==> config.mk <==
export PLATFORM = sky130hd
export DESIGN_NAME = axis_soft_mute
export DESIGN_NICKNAME = d
export VERILOG_FILES = /design/src/rtl/audio_pkg.sv /design/src/rtl/mute_gain_ctrl.sv /design/src/rtl/axis_soft_mute.sv
export SDC_FILE = /design/constraint.sdc
export NUM_CORES = 1
export LEC_CHECK = 0
export ABC_AREA = 1
export ABC_CLOCK_PERIOD_IN_PS = 5300
export BUFFER_PORTS_ARGS = -buffer_cell sky130_fd_sc_hd__buf_2
export CAP_MARGIN = 20
export CELL_PAD_IN_SITES_DETAIL_PLACEMENT = 0
export CELL_PAD_IN_SITES_GLOBAL_PLACEMENT = 2
export CORE_AREA = 2 2 229 231
export CTS_CLUSTER_SIZE = 28
export DETAILED_ROUTE_END_ITERATION = 10
export DIE_AREA = 0 0 231 233
export GPL_ROUTABILITY_DRIVEN = 0
export HOLD_SLACK_MARGIN = 0.02
export PLACE_DENSITY = 0.89
export SYNTH_ARGS = -nofsm -noshare
export SYNTH_HDL_FRONTEND = slang
export SYNTH_SLANG_ARGS = --single-unit
==> constraint.sdc <==
create_clock -name clk -period 5.3 [get_ports clk]
set_input_delay 0 -clock clk [delete_from_list [all_inputs] [get_ports clk]]
set_output_delay 0 -clock clk [all_outputs]
set_load 0.1 [all_outputs]
==> src/rtl/audio_pkg.sv <==
// audio_pkg: shared types and constants for the AXIS audio mute stage.
//   GAIN_UNITY   - Q1.15 gain value meaning exactly 1.0 (passthrough)
//   SAMPLE_W     - width of the signed audio sample in each beat
//   TAG_W        - width of the opaque tag carried above the sample
//   gain_t       - unsigned 16-bit gain, range 0..GAIN_UNITY
//   mute_state_e - mute controller states
package audio_pkg;

  localparam int GAIN_UNITY = 32768;
  localparam int SAMPLE_W   = 24;
  localparam int TAG_W      = 8;

  typedef logic [15:0] gain_t;

  typedef enum logic [1:0] {
    UNMUTED   = 2'd0,
    RAMP_DOWN = 2'd1,
    MUTED     = 2'd2,
    RAMP_UP   = 2'd3
  } mute_state_e;

endpackage

==> src/rtl/mute_gain_ctrl.sv <==
// mute_gain_ctrl: mute state machine with a saturating linear gain ramp.
// The gain moves by RAMP_STEP once per frame boundary, towards 0 while mute
// is requested and towards unity otherwise; nothing changes between
// boundaries.
// Ports:
//   clk, reset  - clock and synchronous active-high reset
//   boundary_i  - one-cycle strobe: last beat of a frame accepted this cycle
//   mute_i      - mute request, only looked at when boundary_i is high
//   gain_o      - current Q1.15 gain (0..32768)
//   muted_o     - registered, high in MUTED
//   ramping_o   - registered, high in RAMP_DOWN or RAMP_UP
module mute_gain_ctrl
  import audio_pkg::*;
#(
  parameter int RAMP_STEP   = 64,
  parameter bit START_MUTED = 1'b1
) (
  input  logic  clk,
  input  logic  reset,
  input  logic  boundary_i,
  input  logic  mute_i,
  output gain_t gain_o,
  output logic  muted_o,
  output logic  ramping_o
);

  localparam logic [16:0] STEP_W  = 17'(RAMP_STEP);
  localparam logic [16:0] UNITY_W = 17'(GAIN_UNITY);
  localparam gain_t       RESET_GAIN  = START_MUTED ? gain_t'(0) : gain_t'(GAIN_UNITY);
  localparam mute_state_e RESET_STATE = START_MUTED ? MUTED : UNMUTED;

  mute_state_e state_q, state_d;
  gain_t       gain_q;
  logic        muted_q, ramping_q;

  // 17-bit intermediates so that unity + step cannot wrap
  logic [16:0] gain_ext, gain_sum, gain_up, gain_dn, gain_nx;
  logic        step_up, step_dn;

  always_comb begin
    gain_ext = {1'b0, gain_q};
    gain_sum = gain_ext + STEP_W;
    gain_up  = (gain_sum > UNITY_W) ? UNITY_W : gain_sum;
    gain_dn  = (gain_ext > STEP_W) ? (gain_ext - STEP_W) : 17'd0;

    step_up = 1'b0;
    step_dn = 1'b0;
    case (state_q)
      UNMUTED: step_dn = mute_i;
      MUTED:   step_up = !mute_i;
      // mid-ramp the direction simply follows mute, so reversal is seamless
      default: begin
        step_dn = mute_i;
        step_up = !mute_i;
      end
    endcase

    gain_nx = gain_ext;
    state_d = state_q;
    if (step_dn) begin
      gain_nx = gain_dn;
      state_d = (gain_dn == 17'd0) ? MUTED : RAMP_DOWN;
    end else if (step_up) begin
      gain_nx = gain_up;
      state_d = (gain_up == UNITY_W) ? UNMUTED : RAMP_UP;
    end
  end

  always_ff @(posedge clk) begin
    if (reset) begin
      state_q   <= RESET_STATE;
      gain_q    <= RESET_GAIN;
      muted_q   <= START_MUTED;
      ramping_q <= 1'b0;
    end else if (boundary_i) begin
      state_q   <= state_d;
      gain_q    <= gain_t'(gain_nx);
      muted_q   <= (state_d == MUTED);
      ramping_q <= (state_d == RAMP_DOWN) || (state_d == RAMP_UP);
    end
  end

  assign gain_o    = gain_q;
  assign muted_o   = muted_q;
  assign ramping_o = ramping_q;

endmodule

==> src/rtl/axis_soft_mute.sv <==
// axis_soft_mute: click-free AXI-Stream mute stage.
// Each beat holds a signed 24-bit sample in [23:0] and a tag in [31:24].
// The sample is scaled by a Q1.15 gain that ramps per frame between 0 and
// unity; the tag and tlast pass through untouched. One output register,
// one cycle latency, full throughput.
// Ports:
//   clk, reset               - clock and synchronous active-high reset
//   mute                     - mute request, sampled at frame boundaries
//   s_axis_data/valid/last   - input stream, s_axis_ready back-pressure
//   m_axis_data/valid/last   - output stream, m_axis_ready from downstream
//   muted, ramping           - status from the gain controller
module axis_soft_mute
  import audio_pkg::*;
#(
  parameter int RAMP_STEP   = 64,
  parameter bit START_MUTED = 1'b1
) (
  input  logic        clk,
  input  logic        reset,
  input  logic        mute,
  input  logic [31:0] s_axis_data,
  input  logic        s_axis_valid,
  output logic        s_axis_ready,
  input  logic        s_axis_last,
  output logic [31:0] m_axis_data,
  output logic        m_axis_valid,
  input  logic        m_axis_ready,
  output logic        m_axis_last,
  output logic        muted,
  output logic        ramping
);

  logic [31:0] m_data_q;
  logic        m_valid_q, m_last_q;
  logic        accept, boundary;
  gain_t       gain;

  logic signed [SAMPLE_W-1:0] sample_s;
  logic signed [16:0]         gain_s;
  logic signed [40:0]         prod;
  logic        [SAMPLE_W-1:0] scaled;

  assign s_axis_ready = !reset && (!m_valid_q || m_axis_ready);
  assign accept       = s_axis_valid && s_axis_ready;
  // gain only moves after the last beat of a frame, so L and R share a gain
  assign boundary     = accept && s_axis_last;

  mute_gain_ctrl #(
    .RAMP_STEP  (RAMP_STEP),
    .START_MUTED(START_MUTED)
  ) u_ctrl (
    .clk       (clk),
    .reset     (reset),
    .boundary_i(boundary),
    .mute_i    (mute),
    .gain_o    (gain),
    .muted_o   (muted),
    .ramping_o (ramping)
  );

  // Signed multiply with the gain zero-extended so 32768 stays positive;
  // the arithmetic shift floors, and unity gain reproduces the sample exactly.
  assign sample_s = s_axis_data[SAMPLE_W-1:0];
  assign gain_s   = {1'b0, gain};
  assign prod     = sample_s * gain_s;
  assign scaled   = SAMPLE_W'(prod >>> 15);

  always_ff @(posedge clk) begin
    if (reset) begin
      m_data_q  <= '0;
      m_valid_q <= 1'b0;
      m_last_q  <= 1'b0;
    end else if (accept) begin
      m_data_q  <= {s_axis_data[SAMPLE_W +: TAG_W], scaled};
      m_valid_q <= 1'b1;
      m_last_q  <= s_axis_last;
    end else if (m_valid_q && m_axis_ready) begin
      m_valid_q <= 1'b0;
    end
  end

  assign m_axis_data  = m_data_q;
  assign m_axis_valid = m_valid_q;
  assign m_axis_last  = m_last_q;

endmodule

==> run metrics <==
P_int=about 1100 uW; die width=231 um; Antenna Nets Post-Route=0; Hold Vio Cnt, Final=0; worst-margin pin slew=0.606 ns; DPL Wire Length=41700 um; failing checks=negative setup slack; asr flop ratio synth=0%; Worst R2R End=m_axis_data[23]; area leader, netlist=fa_1; final routed DRC violation total=0; YS warnings=0; Leakage=0.0125 uW; Buffers on Ports=74; Slew Limit Fails=0; 1st-pass router iterations=5; Area Growth Syn to Fin=26.5%; most common cell in the netlist=inv_1; Min Hold Slack=between 0.1 and 0.15 ns; Synth top cells by count=inv_1 (698), nand2_1 (695), fa_1 (363); mean post-synth cell area=7.23 um^2; largest net degree at the start of global routing=42; Clk pwr share=16.4%; Gate power share=between 60% and 70%; first-pass GRT wire length=85600 um; via count=15000; Worst Hold End=u_ctrl.state_q[0]; dominant synthesized flop cell=dfxtp_1; worst-skew pair later-pin latency=between 0.3 and 0.4 ns; Reg power frac=20.6%; Final #Nets=3125; DR iter-0 viols=695; setup TNS=-1.67 ns; R2R cell count=26; Num CTS Buffers=5; Critical Path RT=5.51 ns; Reg-to-Reg Start=u_ctrl.gain_o[11]; remaining global-route overflow=0; htree depth=2; status=complete, but fails checks; placed standard-cell area=19800 um^2; Hold Path Class=in2reg; # diodes=0; # clock sinks=53; Unique masters post-synth=40; Crit path arrival time=approximately 5.7 ns; crit path time final=5.46 ns; Post-Place Setup Slack=-0.448 ns; final setup margin=-0.163 ns; IO Pins=75; Worst R2R Setup Slack=-0.16 ns; CP endpoint kind=register; Final Cycle Share=103%; Hold Path Stages=5; Layout Skew=0.0145 ns; slew margin rel.=approximately 60%; vias per cell=4.55; RSZ-0062 raised after global routing=yes; die area=53800 um^2; vias in the first global route=16700; final WL=52400 um; syn nets=just under 3000; WS Path Type=reg2reg; fin area=21900 um^2; CTS tree=yes; gr usage total=around a fifth; top-area cell type share of the netlist area=42.0%; Sw Ratio=49.1%; hold path start=s_axis_last; initial core utilization=33.8%; wire per inst=15.8 um; P_sw=1070 uW; Finish-stage setup viols=20; share of layout cells above drive strength 1=23.6%; Post-synth EDFFs=0; critical path fanouts, max=4; maxcap violations=0; die span in y=233 um; largest cells by area after synthesis=fa_1 (42%), inv_1 (15%), nand2_1 (15%); final core utilization=42.8%; CTS clk-pin slew, worst paths=0.08 ns; maximum vdd drop=about 0.13 mV; Post-Syn Area=~17000 um^2; CTS Buffer Depth=2; CORE AREA=51100 um^2; antenna violations before repair=0; Yosys reg bits=53; row count=between 80 and 90; Clock Tree Root=clkbuf_16; startpoint types=register; register area share after synthesis=6.14%; pwr dens=99.7 nW/um^2; f_max=0.183 GHz; synthesized instance count=2393
==> registers in the layout, indices dropped and copies added (netlist names) <==
name,cells
u_ctrl.muted_o,1
m_axis_data,32
u_ctrl.gain_o,16
u_ctrl.state_q,2
m_axis_valid,1
m_axis_last,1
==> timing repair <==
item | CTS | global route
pin swaps | 92 | 110
setup endpoints to repair | 24 | 24
gates resized for setup | 203 | 154
hold buffers | 13 | 0
cloned | 4 | 4
endpoints found under the hold margin | 12 | 0
buffers inserted | 22 | 9
==> stage by stage <==
stage | cells | total power (uW)
after floorplan | 2393 | 1210
after global placement | 3252 | 1620
after detailed placement | 3252 | 1620
after CTS | 3295 | 2140
after global routing | 3307 | 2330
final | 3307 | 2180
==> layer usage <==
layer / GRT usage (%) / vias up / wire, um
met2: 37.6 / 273 / 27300
met4: 5.67 / 0 / 1380
met5: 0 / - / 0
met3: 1.72 / 75 / 1730
met1: 24.2 / 7495 / 22000
li1: - / 7204 / -
==> power groups by stage <==
stage / Combinational (uW) / Sequential, uW / Clock (uW)
4_1_cts: 1320 / 451 / 369
6_report: 1370 / 450 / 358
5_1_grt: 1500 / 454 / 378
3_3_place_gp: 1160 / 458 / 0
3_5_place_dp: 1160 / 460 / 0
2_1_floorplan: 548 / 660 / 0
==> placed cells by master (no fill, tap or decap), types with 6 or more instances in the layout <==
cell type and count:
nand4_1 10, nand3_2 16, dlygate4sd3_1 13, nand2_2 47
nand3_1 63, o21ai_1 17, a21oi_4 9, inv_1 660
nand2_1 634, fa_2 25, fa_1 338, buf_12 18
buf_6 22, clkbuf_16 9, dfxtp_4 7, o21ai_2 6
buf_2 74, ha_4 26, ha_1 71, o21ai_0 21
nand2_4 22, buf_4 197, and3_1 9, dfxtp_1 43
nor2_4 16, a21oi_1 14, xor2_1 13, nor2_2 29
a31oi_1 6, a21oi_2 17, inv_2 46, nor2_1 68
==> logic make-up (layout without fill, tap and decap cells) <==
family                     count (synthesis)  count (layout)  share of synthesized area, %
AOI/OAI and AO/OA                        105             105                          3.39
xor gates and xnor gates                  23              23                          1.21
adders and majority gates                461             461                          49.1
buffers and inverters                    813            1047                          18.0
DFF                                       53              53                          6.14
muxes                                      1               1                        0.0579
and+or+nand+nor                          937             937                          22.1
==> cell type report <==
type                            instances  area [um^2]
Clock inverter                          3         21.3
Multi-Input combinational cell       1527        14300
Timing Repair Buffer                  332         2790
Fill cell                            5250        29200
Clock buffer                            5          125
Sequential cell                        53         1090
Inverter                              707         2660
Tap cell                              680          851
==> critical path, stage by stage, from the launching register on <==
cell and delay, ns:
dfxtp_4 0.38, buf_12 0.13, buf_8 0.13, buf_6 0.10, nand2_4 0.04, fa_1 0.54, inv_1 0.05, fa_1 0.49
fa_1 0.44, fa_1 0.53, fa_1 0.51, inv_1 0.05, fa_1 0.51, inv_2 0.05, ha_4 0.32, nand2_4 0.07
buf_6 0.12, nor2_4 0.14, nand2_2 0.09, nor2_2 0.13, nand3_2 0.10, nand3_2 0.12, inv_2 0.03, nand2_1 0.06
nand3_2 0.09, nand2_1 0.08, inv_1 0.03
==> how the worst max path moves through the flow <==
stage / from / endpoint / slack (ns)
after global placement: u_ctrl.gain_o[3] / m_axis_data[23] / -0.42
after detailed placement: u_ctrl.gain_o[3] / m_axis_data[23] / -0.45
after CTS: u_ctrl.gain_o[11] / m_axis_data[7] / -0.24
after floorplan: u_ctrl.gain_o[3] / m_axis_data[23] / -0.02
final: u_ctrl.gain_o[11] / m_axis_data[23] / -0.16
after global routing: u_ctrl.gain_o[11] / m_axis_data[13] / -0.38
No activity file was read; power rests on OpenSTA's default activity.
